--- src/rtl/alu_if.sv ---
// alu_if: operand/opcode bus between the controller and the 4-bit ALU.
// Optional build macro: ALU_FLAGS_EN adds the zero/neg/ovf flag signals.
interface alu_if;
  logic       mode;    // 0 = arithmetic bank, 1 = logic bank
  logic [2:0] code;    // operation within the bank
  logic [3:0] a;
  logic [3:0] b;
  logic       c_in;
  logic [3:0] result;
  logic       c_out;
`ifdef ALU_FLAGS_EN
  logic       zero;
  logic       neg;
  logic       ovf;

  modport master (
    output mode, code, a, b, c_in,
    input  result, c_out, zero, neg, ovf
  );

  modport slave (
    input  mode, code, a, b, c_in,
    output result, c_out, zero, neg, ovf
  );
`else
  modport master (
    output mode, code, a, b, c_in,
    input  result, c_out
  );

  modport slave (
    input  mode, code, a, b, c_in,
    output result, c_out
  );
`endif
endinterface

--- src/rtl/alu.sv ---
// alu: 4-bit registered ALU, arithmetic and logic banks, one-cycle latency.
// Optional build macro: ALU_FLAGS_EN adds registered zero/neg/ovf flags.
module alu (
  input  logic clk,
  input  logic rst_n,
  alu_if.slave bus
);
  logic [3:0] w_addb;   // second adder operand (b, ~b or a constant)
  logic       w_cin;    // adder carry-in
  logic [4:0] w_sum;
  logic [3:0] w_res;
  logic       w_cout;
  logic [3:0] r_result;
  logic       r_c_out;

  // Select the second operand and carry for the shared 5-bit adder
  always_comb begin
    w_addb = bus.b;
    w_cin  = 1'b0;
    case (bus.code)
      3'b000: begin w_addb = bus.b;   w_cin = 1'b0;      end // ADD
      3'b001: begin w_addb = bus.b;   w_cin = bus.c_in;  end // ADC
      3'b010: begin w_addb = ~bus.b;  w_cin = 1'b1;      end // SUB
      3'b011: begin w_addb = ~bus.b;  w_cin = ~bus.c_in; end // SBB
      3'b100: begin w_addb = 4'b0001; w_cin = 1'b0;      end // INC
      3'b101: begin w_addb = 4'b1111; w_cin = 1'b0;      end // DEC
      default: begin w_addb = bus.b;  w_cin = 1'b0;      end // shifts: unused
    endcase
  end

  assign w_sum = {1'b0, bus.a} + {1'b0, w_addb} + {4'b0000, w_cin};

  // Final result/carry mux across both banks
  always_comb begin
    w_res  = w_sum[3:0];
    w_cout = w_sum[4];
    if (!bus.mode) begin
      case (bus.code)
        3'b110: begin w_res = {bus.a[2:0], bus.c_in}; w_cout = bus.a[3]; end // SHL
        3'b111: begin w_res = {bus.c_in, bus.a[3:1]}; w_cout = bus.a[0]; end // SHR
        default: begin w_res = w_sum[3:0]; w_cout = w_sum[4]; end
      endcase
    end else begin
      w_cout = 1'b0;
      case (bus.code)
        3'b000:  w_res = bus.a & bus.b;
        3'b001:  w_res = bus.a | bus.b;
        3'b010:  w_res = bus.a ^ bus.b;
        3'b011:  w_res = ~bus.a;
        3'b100:  w_res = ~(bus.a & bus.b);
        3'b101:  w_res = ~(bus.a | bus.b);
        3'b110:  w_res = ~(bus.a ^ bus.b);
        default: w_res = bus.b;
      endcase
    end
  end

  // Output register; reset clears it immediately and drops the in-flight op
  always_ff @(posedge clk or negedge rst_n) begin
    if (!rst_n) begin
      r_result <= 4'b0000;
      r_c_out  <= 1'b0;
    end else begin
      r_result <= w_res;
      r_c_out  <= w_cout;
    end
  end

  assign bus.result = r_result;
  assign bus.c_out  = r_c_out;

`ifdef ALU_FLAGS_EN
  logic w_is_add;
  logic w_ovf;
  logic r_zero;
  logic r_neg;
  logic r_ovf;

  // Subtraction is folded into addition of ~b / 1111, so one signed-overflow
  // rule (same-sign addends, differently-signed sum) covers all adder ops.
  assign w_is_add = !bus.mode && (bus.code[2:1] != 2'b11);
  assign w_ovf    = w_is_add && (bus.a[3] == w_addb[3]) && (w_res[3] != bus.a[3]);

  // Flag registers load on the same edge as the result
  always_ff @(posedge clk or negedge rst_n) begin
    if (!rst_n) begin
      r_zero <= 1'b1;
      r_neg  <= 1'b0;
      r_ovf  <= 1'b0;
    end else begin
      r_zero <= (w_res == 4'b0000);
      r_neg  <= w_res[3];
      r_ovf  <= w_ovf;
    end
  end

  assign bus.zero = r_zero;
  assign bus.neg  = r_neg;
  assign bus.ovf  = r_ovf;
`endif
endmodule

--- src/flat_wrapper.sv ---
// flat-port wrapper written by rule: the top's interface ports become plain ports
module alu_flat 
  (clk, rst_n, bus_mode, bus_code, bus_a, bus_b, bus_c_in, bus_result, bus_c_out);
  alu_if bus_i ();
  input  logic clk;
  input  logic rst_n;
  input wire logic [$bits(bus_i.mode)-1:0] bus_mode;
  input wire logic [$bits(bus_i.code)-1:0] bus_code;
  input wire logic [$bits(bus_i.a)-1:0] bus_a;
  input wire logic [$bits(bus_i.b)-1:0] bus_b;
  input wire logic [$bits(bus_i.c_in)-1:0] bus_c_in;
  output wire logic [$bits(bus_i.result)-1:0] bus_result;
  output wire logic [$bits(bus_i.c_out)-1:0] bus_c_out;
  assign bus_i.mode = bus_mode;
  assign bus_i.code = bus_code;
  assign bus_i.a = bus_a;
  assign bus_i.b = bus_b;
  assign bus_i.c_in = bus_c_in;
  assign bus_result = bus_i.result;
  assign bus_c_out = bus_i.c_out;
  alu u_core (.clk(clk), .rst_n(rst_n), .bus(bus_i));
endmodule
--- config.mk ---
export PLATFORM = sky130hd
export DESIGN_NAME = alu_flat
export DESIGN_NICKNAME = d
export VERILOG_FILES = /design/src/rtl/alu_if.sv /design/src/rtl/alu.sv /design/src/flat_wrapper.sv
export SDC_FILE = /design/constraint.sdc
export NUM_CORES = 1
export LEC_CHECK = 0
export BUFFER_PORTS_ARGS = -buffer_cell sky130_fd_sc_hd__buf_2
export CORE_MARGIN = 2
export CORE_UTILIZATION = 53
export CTS_BUF_LIST = sky130_fd_sc_hd__clkbuf_8 sky130_fd_sc_hd__clkbuf_16
export CTS_CLUSTER_SIZE = 40
export DETAILED_ROUTE_END_ITERATION = 8
export PLACE_DENSITY = 0.86
export SLEW_MARGIN = 20
export SYNTH_ARGS = -nofsm -noshare
export SYNTH_HDL_FRONTEND = slang
export SYNTH_SLANG_ARGS = --single-unit
--- constraint.sdc ---
create_clock -name clk -period 0.8 [get_ports clk]
set_input_delay 0.24 -clock clk [delete_from_list [all_inputs] [get_ports clk]]
set_output_delay 0.24 -clock clk [all_outputs]
set_load 0.02 [all_outputs]
==> results.cfg, run 1 <==
[sta]
layout_setup_ws_ns = -1.25
slew_headroom_pct = 81.1
rsz0062_at_grt = true
slew_viol_final = 0
fmax_ghz = 0.488
tightest_slew_ns = 0.281
setup-tns-final_ns = -6.26
finalCritPeriodShare_pct = 256
hold_viol = 0
min_period_ns = 2.05
setup_viol = 10

[job]
maxCapViolations = 0

[final_layout]
area_growth_pct = 53.7
drive_gt1_share_pct = 46.2
fill_cells = 91
instances_no_fill = 175
final_nets = 190
num_antenna_cells = 0

[floorplan]
core.rowCount = 15
coreArea_um2 = 1690
initial_utilization_pct = 55.7
dieArea_um2 = 2130
die_x_um = 46.1
pin_count = 20
die_h_um = 46.1

[routing]
finalWirelength_um = 3070
viasPerCell = 6.02
vias = 1053
wire_per_inst_um = 17.5
firstDrtPassIters = 4
drtIter0Drc = 26
drc = 0
antenna_left = 0

[logic_synthesis]
synth_top_cell_by_area = ha_1
ys_ff_latch = 5
postSynthCellCount = 114
synth_edf_count = 0
synth_nets = 145
postSynthAreaPerCell_um2 = 8.25
synthArstFlopShare_pct = 100
syn_area_um2 = 941
yosysWarningCount = 0
synthFlopType = dfrtp_1
synthTopCellsByCount = ha_1 (14), inv_1 (13), a21oi_1 (9), mux2i_1 (9)
ys_seq_area_share_pct = 13.3
netlist-cell-type-count = 33
synth_top_area_share_pct = 18.6
ys_top_cells_by_area = ha_1 (19%), dfrtp_1 (13%), mux2i_1 (9.6%)
synth.most_common_cell = ha_1

[clock_tree]
cts_buffer_depth = 2
cts_root_buf = clkbuf_8
clkSinkCount = 5
cts_tree = done
clk_pin_slew_ns = 0.04
htree_levels = 1
numCtsBuffers = 3

[outcome]
outcome = complete, but fails checks
violations = setup timing

[worst_setup_path]
crit_required_ns = 0.94
crit_type = in -> reg
worst_ep_arrival_time_ns = 2.19
worstSetupEndpointType = register
startpoint_type = input pin
crit_path_max_fanout = 4

[grt]
grt_max_degree = 22
grt_usage_pct = 27.9
grt_pass1_wl_um = 4250
antenna_found_initial = 0
grt_pass1_vias = 1009
grt_remaining_overflow = 0

[placement]
portBuffers = 19
dp_hpwl_um = 1980
place_congestion = 0.920
dpl.cell_count = 167

[power_and_ir_drop]
ir_drop_mv = 0.806
combinationalPowerShare_pct = 57.7
switchingPower_w = 0.000693
p_leak_nw = 0.689
p_int_w = 0.00117
p_per_area_nw_per_um2 = 1290
power_switching_share_pct = 37.2
seqPwrFrac_pct = 17.0
p_clk_share_pct = 25.3

[worst_hold_path]
hold_start = bus_mode
holdPathStages = 2
hp-class = in -> reg
whs_endpoint = u_core.bus.result[3]$_DFF_PN0_
## repair_timing
item,in CTS,in global routing
setup endpoints to repair,10,10
setup buffers,2,1
pin swaps,9,12
hold buffers,1,0
gates resized for setup,22,16
hold endpoints to repair,5,0
## how the worst max path moves through the flow
stage / startpoint / endpoint / slack (ns) / cells past startpoint
detailed placement: bus_code[2] / u_core.bus.result[2]$_DFF_PN0_ / -1.46 / 12
global placement: bus_code[2] / u_core.bus.result[1]$_DFF_PN0_ / -1.39 / 11
floorplan: bus_code[1] / u_core.bus.result[1]$_DFF_PN0_ / -1.40 / 12
CTS: bus_code[1] / u_core.bus.result[1]$_DFF_PN0_ / -1.16 / 11
finish: bus_code[1] / u_core.bus.result[1]$_DFF_PN0_ / -1.25 / 11
global route: bus_code[1] / u_core.bus.result[1]$_DFF_PN0_ / -1.28 / 11
## worst max-delay path, cell delays in order
cell,delay [ns]
buf_12,0.09
inv_6,0.03
ha_4,0.25
a211oi_2,0.19
a21oi_2,0.07
fa_2,0.42
inv_2,0.07
fa_2,0.43
o22ai_1,0.20
nor2_1,0.08
a21oi_1,0.12
## power by group through the flow
| stage | Sequential [W] | Clock (W) | Combinational [W] |
|---|---|---|---|
| 3_5_place_dp | 0.000307 | 0 | 0.000804 |
| 6_report | 0.000316 | 0.000471 | 0.00107 |
| 2_1_floorplan | 0.000364 | 0 | 0.000480 |
| 4_1_cts | 0.000315 | 0.000474 | 0.000922 |
| 3_3_place_gp | 0.000307 | 0 | 0.000768 |
| 5_1_grt | 0.000320 | 0.000485 | 0.00115 |
## through the flow
step           instance area (um^2)  util (%)  worst slack [ns]  hold WS [ns]  power, W
2_1_floorplan                   988         -             -1.40       -0.0556  0.000844
3_3_place_gp                   1210      71.8             -1.39        0.0528   0.00107
3_5_place_dp                   1210      71.8             -1.46        0.0589   0.00111
4_1_cts                        1360      80.3             -1.16         0.309   0.00171
5_1_grt                        1450      85.6             -1.28         0.342   0.00195
6_report                       1450      85.6             -1.25         0.343   0.00186
## cells by family after synthesis
family	share of synthesized area [%]
fa+ha+maj	22.9
compound gates	20.9
flops	13.3
simple gates	12.9
buf+inv	10.9
xor+xnor	8.38
mux	10.8
## routing by layer
metal	global-route usage, %	routed length [um]
met1	30.2	1100
met2	51.4	1590
met3	3.14	200
met4	16.0	167
met5	0	0
## layout by cell type, fill, tap and decap left out, types with 2 or more instances in the layout
cell,n
buf_4,24
buf_2,12
inv_1,10
ha_1,10
mux2i_1,9
buf_6,9
nand2_1,7
xnor2_1,7
nor2_1,6
a21oi_1,5
dfrtp_1,5
a21oi_2,4
nand3_1,4
nand2b_1,4
o22ai_1,3
o221ai_1,3
ha_4,3
clkbuf_8,3
inv_2,2
o211ai_1,2
xor2_1,2
a221oi_2,2
o21ai_0,2
fa_2,2
## state kept, by name, summed over array words and instances, names as in the netlist
signal             flops
u_core.bus.result      4
u_core.bus.c_out       1
## layout make-up
| cell class | count | area (um^2) | area share (%) |
|---|---|---|---|
| well taps | 17 | 21.3 | 1.47 |
| flip-flops and latches | 5 | 125 | 8.65 |
| clock buffers | 3 | 41.3 | 2.85 |
| inverters | 13 | 56.3 | 3.89 |
| clock inverters | 1 | 3.75 | 0.260 |
| multi-input cells | 89 | 827 | 57.2 |
| repair buffers | 47 | 372 | 25.7 |
(Power assumes the default switching activity.)
==> inputs of run 2 (changes only) <==
--- a/config.mk
+++ b/config.mk
@@ -7,11 +7,12 @@
 export LEC_CHECK = 0
 export BUFFER_PORTS_ARGS = -buffer_cell sky130_fd_sc_hd__buf_2
 export CORE_MARGIN = 2
-export CORE_UTILIZATION = 53
+export CORE_UTILIZATION = 51
 export CTS_BUF_LIST = sky130_fd_sc_hd__clkbuf_8 sky130_fd_sc_hd__clkbuf_16
 export CTS_CLUSTER_SIZE = 40
 export DETAILED_ROUTE_END_ITERATION = 8
-export PLACE_DENSITY = 0.86
+export MAX_ROUTING_LAYER = met4
+export PLACE_DENSITY = 0.83
 export SLEW_MARGIN = 20
 export SYNTH_ARGS = -nofsm -noshare
 export SYNTH_HDL_FRONTEND = slang
==> results.cfg, run 2 (synthesized netlist as in run 1, its figures left out) <==
[worst_setup_path]
crit_path_max_fanout = 4
max_stage_delay_ns = 0.34
startpoint_type = input pin
worst_ep_arrival_time_ns = 2.02
crit_slowest_cell = fa_2
crit_type = in -> reg
cp_cell_sequence = buf_12 > inv_6 > ha_4 > buf_4 > a21oi_2 > fa_2 > inv_2 > fa_2 > xor2_1 > o22ai_1 > nor2_1 > a31oi_1
crit_path_frequent_cell = fa_2
worstSetupEndpointType = register
crit_required_ns = 0.92

[power_and_ir_drop]
p_int_w = 0.00110
total_power_w = 0.00171
switchingPower_w = 0.000605
seqPwrFrac_pct = 18.6
combinationalPowerShare_pct = 55.2
power_switching_share_pct = 35.4
p_leak_nw = 0.686
p_per_area_nw_per_um2 = 1210
p_clk_share_pct = 26.2
ir_drop_mv = 0.674

[clock_tree]
htree_levels = 1
cts_buffer_depth = 2
cts_root_buf = clkbuf_8
cts_tree = done
numCtsBuffers = 3
clkSinkCount = 5
clk_pin_slew_ns = 0.03

[grt]
grt_pass1_vias = 1050
grt_pass1_wl_um = 4250
antenna_found_initial = 0
grt_usage_pct = 27.9
grt_max_degree = 22
grt_remaining_overflow = 0

[floorplan]
coreArea_um2 = 1730
dieArea_um2 = 2200
die_x_um = 47.0
initial_utilization_pct = 54.5
core.rowCount = 15
pin_count = 20
die_h_um = 47.0

[routing]
wire_per_inst_um = 14.6
vias = 1010
viasPerCell = 5.49
finalWirelength_um = 2690
met1_length_um = 1050
drtIter0Drc = 25
antenna_left = 0
firstDrtPassIters = 4
drc = 0
dr_wl_met2_um = 1460
wl_met3_um = 123
highest_layer = met4

[sta]
fmax_ghz = 0.526
finalCritPeriodShare_pct = 237
slew_viol_final = 0
hold_viol = 0
min_period_ns = 1.90
layout_setup_ws_ns = -1.10
tightest_slew_ns = 0.270
setup_viol = 10
fin_hold_ws_ns = 0.324
slew_headroom_pct = 81.5
rsz0062_at_grt = true

[placement]
portBuffers = 19
dpl.cell_count = 178
place_ws_ns = -1.53
dp_hpwl_um = 2060
place_congestion = 0.889

[final_layout]
final_nets = 191
drive_gt1_share_pct = 42.1
multiInputGateArea_um2 = 772
seq_area_um2 = 125
instances_no_fill = 184
num_antenna_cells = 0
mostFrequentLayoutCells = buf_4 (28), ha_1 (12), buf_2 (12), inv_1 (10), mux2i_1 (9)
fin_util_pct = 81.6
fill_cells = 115
largest_reg_flops = 4
area_growth_pct = 49.7
layout_commonest_cell = buf_4

[worst_hold_path]
hp-class = in -> reg

[job]
maxCapViolations = 0

[outcome]
outcome = complete, but fails checks
violations = setup timing
-- run 2: worst max-delay path: cells and delay by family --
kind | cells | cell delay, ns
adder cells (fa/ha/maj) | 3 | 0.77
AO/OA/AOI/OAI | 3 | 0.45
buffers and inverters | 4 | 0.33
XOR/XNOR | 1 | 0.17
AND/OR/NAND/NOR | 1 | 0.06
-- run 2: per-layer routing --
| layer | GRT usage (%) | vias to the layer above |
|---|---|---|
| met3 | 4.23 | 8 |
| met2 | 53.7 | 36 |
| met5 | - | - |
| met1 | 25.9 | 473 |
| met4 | 15.0 | 0 |
| li1 | - | 493 |
-- run 2: through the flow --
step | instance area (um^2) | TNS, ns
2_1_floorplan | 988 | -6.40
3_3_place_gp | 1240 | -6.71
3_5_place_dp | 1240 | -7.12
4_1_cts | 1380 | -5.93
5_1_grt | 1410 | -6.24
6_report | 1410 | -5.82
-- run 2: area by class of cell --
class                           count  area share [%]
Inverter                           13            4.17
Clock buffer                        3            2.93
Multi-Input combinational cell     89            54.8
Sequential cell                     5            8.88
Timing Repair Buffer               48            26.7
Clock inverter                      1           0.266
Tap cell                           25            2.22
-- run 2: what timing repair did --
action / 4_1_cts / 5_1_grt
endpoints found under the setup margin: 10 / 10
resized for setup: 24 / 6
setup buffers: 1 / 0
hold buffers: 1 / 0
hold endpoints to repair: 5 / 0
gates cloned: 0 / 0
pin swaps: 8 / 5
-- run 2: power by group through the flow --
| stage | Sequential (W) | Combinational [W] | Clock (W) |
|---|---|---|---|
| floorplan | 0.000364 | 0.000480 | 0 |
| global placement | 0.000306 | 0.000772 | 0 |
| detailed placement | 0.000307 | 0.000809 | 0 |
| CTS | 0.000315 | 0.000899 | 0.000450 |
| global route | 0.000322 | 0.00103 | 0.000481 |
| finish | 0.000317 | 0.000943 | 0.000448 |
-- run 2: path summary, 6_finish.rpt --
path,end,depth (start not counted),slack (ns),startpoint
max,u_core.bus.result[2]$_DFF_PN0_,12,-1.10,bus_code[1]
max in group asynchronous,u_core.bus.c_out$_DFF_PN0_,2,0.31,rst_n
min in group asynchronous,u_core.bus.result[1]$_DFF_PN0_,2,0.36,rst_n
min,u_core.bus.c_out$_DFF_PN0_,2,0.32,bus_mode
==> inputs of run 3 (changes only) <==
--- a/config.mk
+++ b/config.mk
@@ -13,7 +13,9 @@
 export DETAILED_ROUTE_END_ITERATION = 8
 export MAX_ROUTING_LAYER = met4
 export PLACE_DENSITY = 0.83
+export SKIP_LAST_GASP = 1
 export SLEW_MARGIN = 20
 export SYNTH_ARGS = -nofsm -noshare
 export SYNTH_HDL_FRONTEND = slang
 export SYNTH_SLANG_ARGS = --single-unit
+export TNS_END_PERCENT = 50
==> results.cfg, run 3 (synthesized netlist as in run 1, its figures left out) <==
[floorplan]
dieArea_um2 = 2200
pin_count = 20
die_h_um = 47.0
core.rowCount = 15
initial_utilization_pct = 54.5
coreArea_um2 = 1730
die_x_um = 47.0

[placement]
dpl.cell_count = 177
dp_hpwl_um = 1960
portBuffers = 19
place_congestion = 0.924
place_ws_ns = -1.51

[final_layout]
mostFrequentLayoutCells = buf_4 (26), buf_2 (17), ha_1 (12), inv_1 (11), mux2i_1 (8)
seq_area_um2 = 125
multiInputGateArea_um2 = 807
largest_reg_flops = 4
num_antenna_cells = 0
area_growth_pct = 51.3
final_nets = 192
fill_cells = 98
fin_util_pct = 82.5
drive_gt1_share_pct = 46.3
layout_commonest_cell = buf_4
instances_no_fill = 185

[worst_setup_path]
crit_required_ns = 0.91
crit_path_max_fanout = 4
crit_slowest_cell = fa_2
crit_buf_inv = 6
crit_type = in -> reg
max_stage_delay_ns = 0.36
startpoint_type = input pin
critPathTopFamily = adder cells
cp_cell_sequence = buf_12 > inv_6 > buf_4 > buf_4 > nand3_1 > a21oi_2 > fa_2 > inv_2 > fa_2 > buf_6 > nor2b_4 > o21ai_2 > a221oi_2
worstSetupEndpointType = register
crit_cells = 13
worst_ep_arrival_time_ns = 2.06

[sta]
fmax_ghz = 0.512
layout_setup_ws_ns = -1.15
rsz0062_at_grt = true
min_period_ns = 1.95
hold_viol = 0
tightest_slew_ns = 0.273
setup_viol = 10
slew_headroom_pct = 81.8
finalCritPeriodShare_pct = 244
slew_viol_final = 0
fin_hold_ws_ns = 0.351

[routing]
firstDrtPassIters = 5
antenna_left = 0
finalWirelength_um = 2920
wire_per_inst_um = 15.8
viasPerCell = 5.83
drtIter0Drc = 36
vias = 1079
drc = 0

[grt]
antenna_found_initial = 0
grt_pass1_vias = 1007
grt_max_degree = 22
grt_usage_pct = 27.4
grt_pass1_wl_um = 4190
grt_remaining_overflow = 0

[worst_hold_path]
holdPathStages = 2
hp-class = in -> reg

[power_and_ir_drop]
p_per_area_nw_per_um2 = 1210
p_leak_nw = 0.693
ir_drop_mv = 0.823

[outcome]
violations = setup timing
outcome = complete, but fails checks

[clock_tree]
cts_buffer_depth = 2
clk_pin_slew_ns = 0.03
numCtsBuffers = 3
clkSinkCount = 5
htree_levels = 1
cts_root_buf = clkbuf_8
cts_tree = done

[job]
maxCapViolations = 0
[run 3: cell types whose count changed in the layout (fill, tap and decap cells not counted), moves of 2 or more]
cell,change
o21ai_1,-2
nand3_1,-2
o21ai_2,+2
buf_6,-2
buf_2,+5
nand3_2,+2
buf_4,-2
[run 3: repair_timing]
item | 4_1_cts | 5_1_grt
pin swaps | 6 | 10
gates resized for setup | 14 | 14
endpoints found under the setup margin | 10 | 10
hold endpoints to repair | 5 | 0
hold buffers | 1 | 0
setup buffers | 1 | 2
[run 3: metal layers]
layer	up-vias	wire length, um	track usage, %
li1	495	-	-
met1	501	1030	30.1
met2	69	1540	49.3
met3	14	233	3.46
met4	0	116	11.1
met5	-	0	-
[run 3: area by class of cell]
type,instances,share of cell area [%]
Clock buffer,3,2.90
Multi-Input combinational cell,89,56.7
Sequential cell,5,8.79
Clock inverter,1,0.264
Timing Repair Buffer,49,25.2
Tap cell,25,2.20
Inverter,13,3.95
[run 3: where the power goes]
| group | total, W | switching [W] | internal (W) |
|---|---|---|---|
| combinational | 0.000971 | 0.000504 | 0.000467 |
| sequential | 0.000302 | 0.00000762 | 0.000295 |
| clock | 0.000445 | 0.000117 | 0.000328 |
| total | 0.00172 | 0.000628 | 0.00109 |
[run 3: final timing paths]
kind | start | endpoint | slack (ns)
worst min-delay path | bus_mode | u_core.bus.c_out$_DFF_PN0_ | 0.35
min in group asynchronous | rst_n | u_core.bus.result[3]$_DFF_PN0_ | 0.38
worst max-delay path | bus_code[1] | u_core.bus.c_out$_DFF_PN0_ | -1.15
max in group asynchronous | rst_n | u_core.bus.result[0]$_DFF_PN0_ | 0.29
[run 3: per-stage QoR]
stage	area (um^2)	setup TNS, ns	power [W]
global route	1420	-6.56	0.00184
floorplan	988	-6.40	0.000844
global placement	1240	-6.81	0.00107
detailed placement	1240	-7.12	0.00111
CTS	1350	-5.91	0.00160
finish	1420	-6.01	0.00172
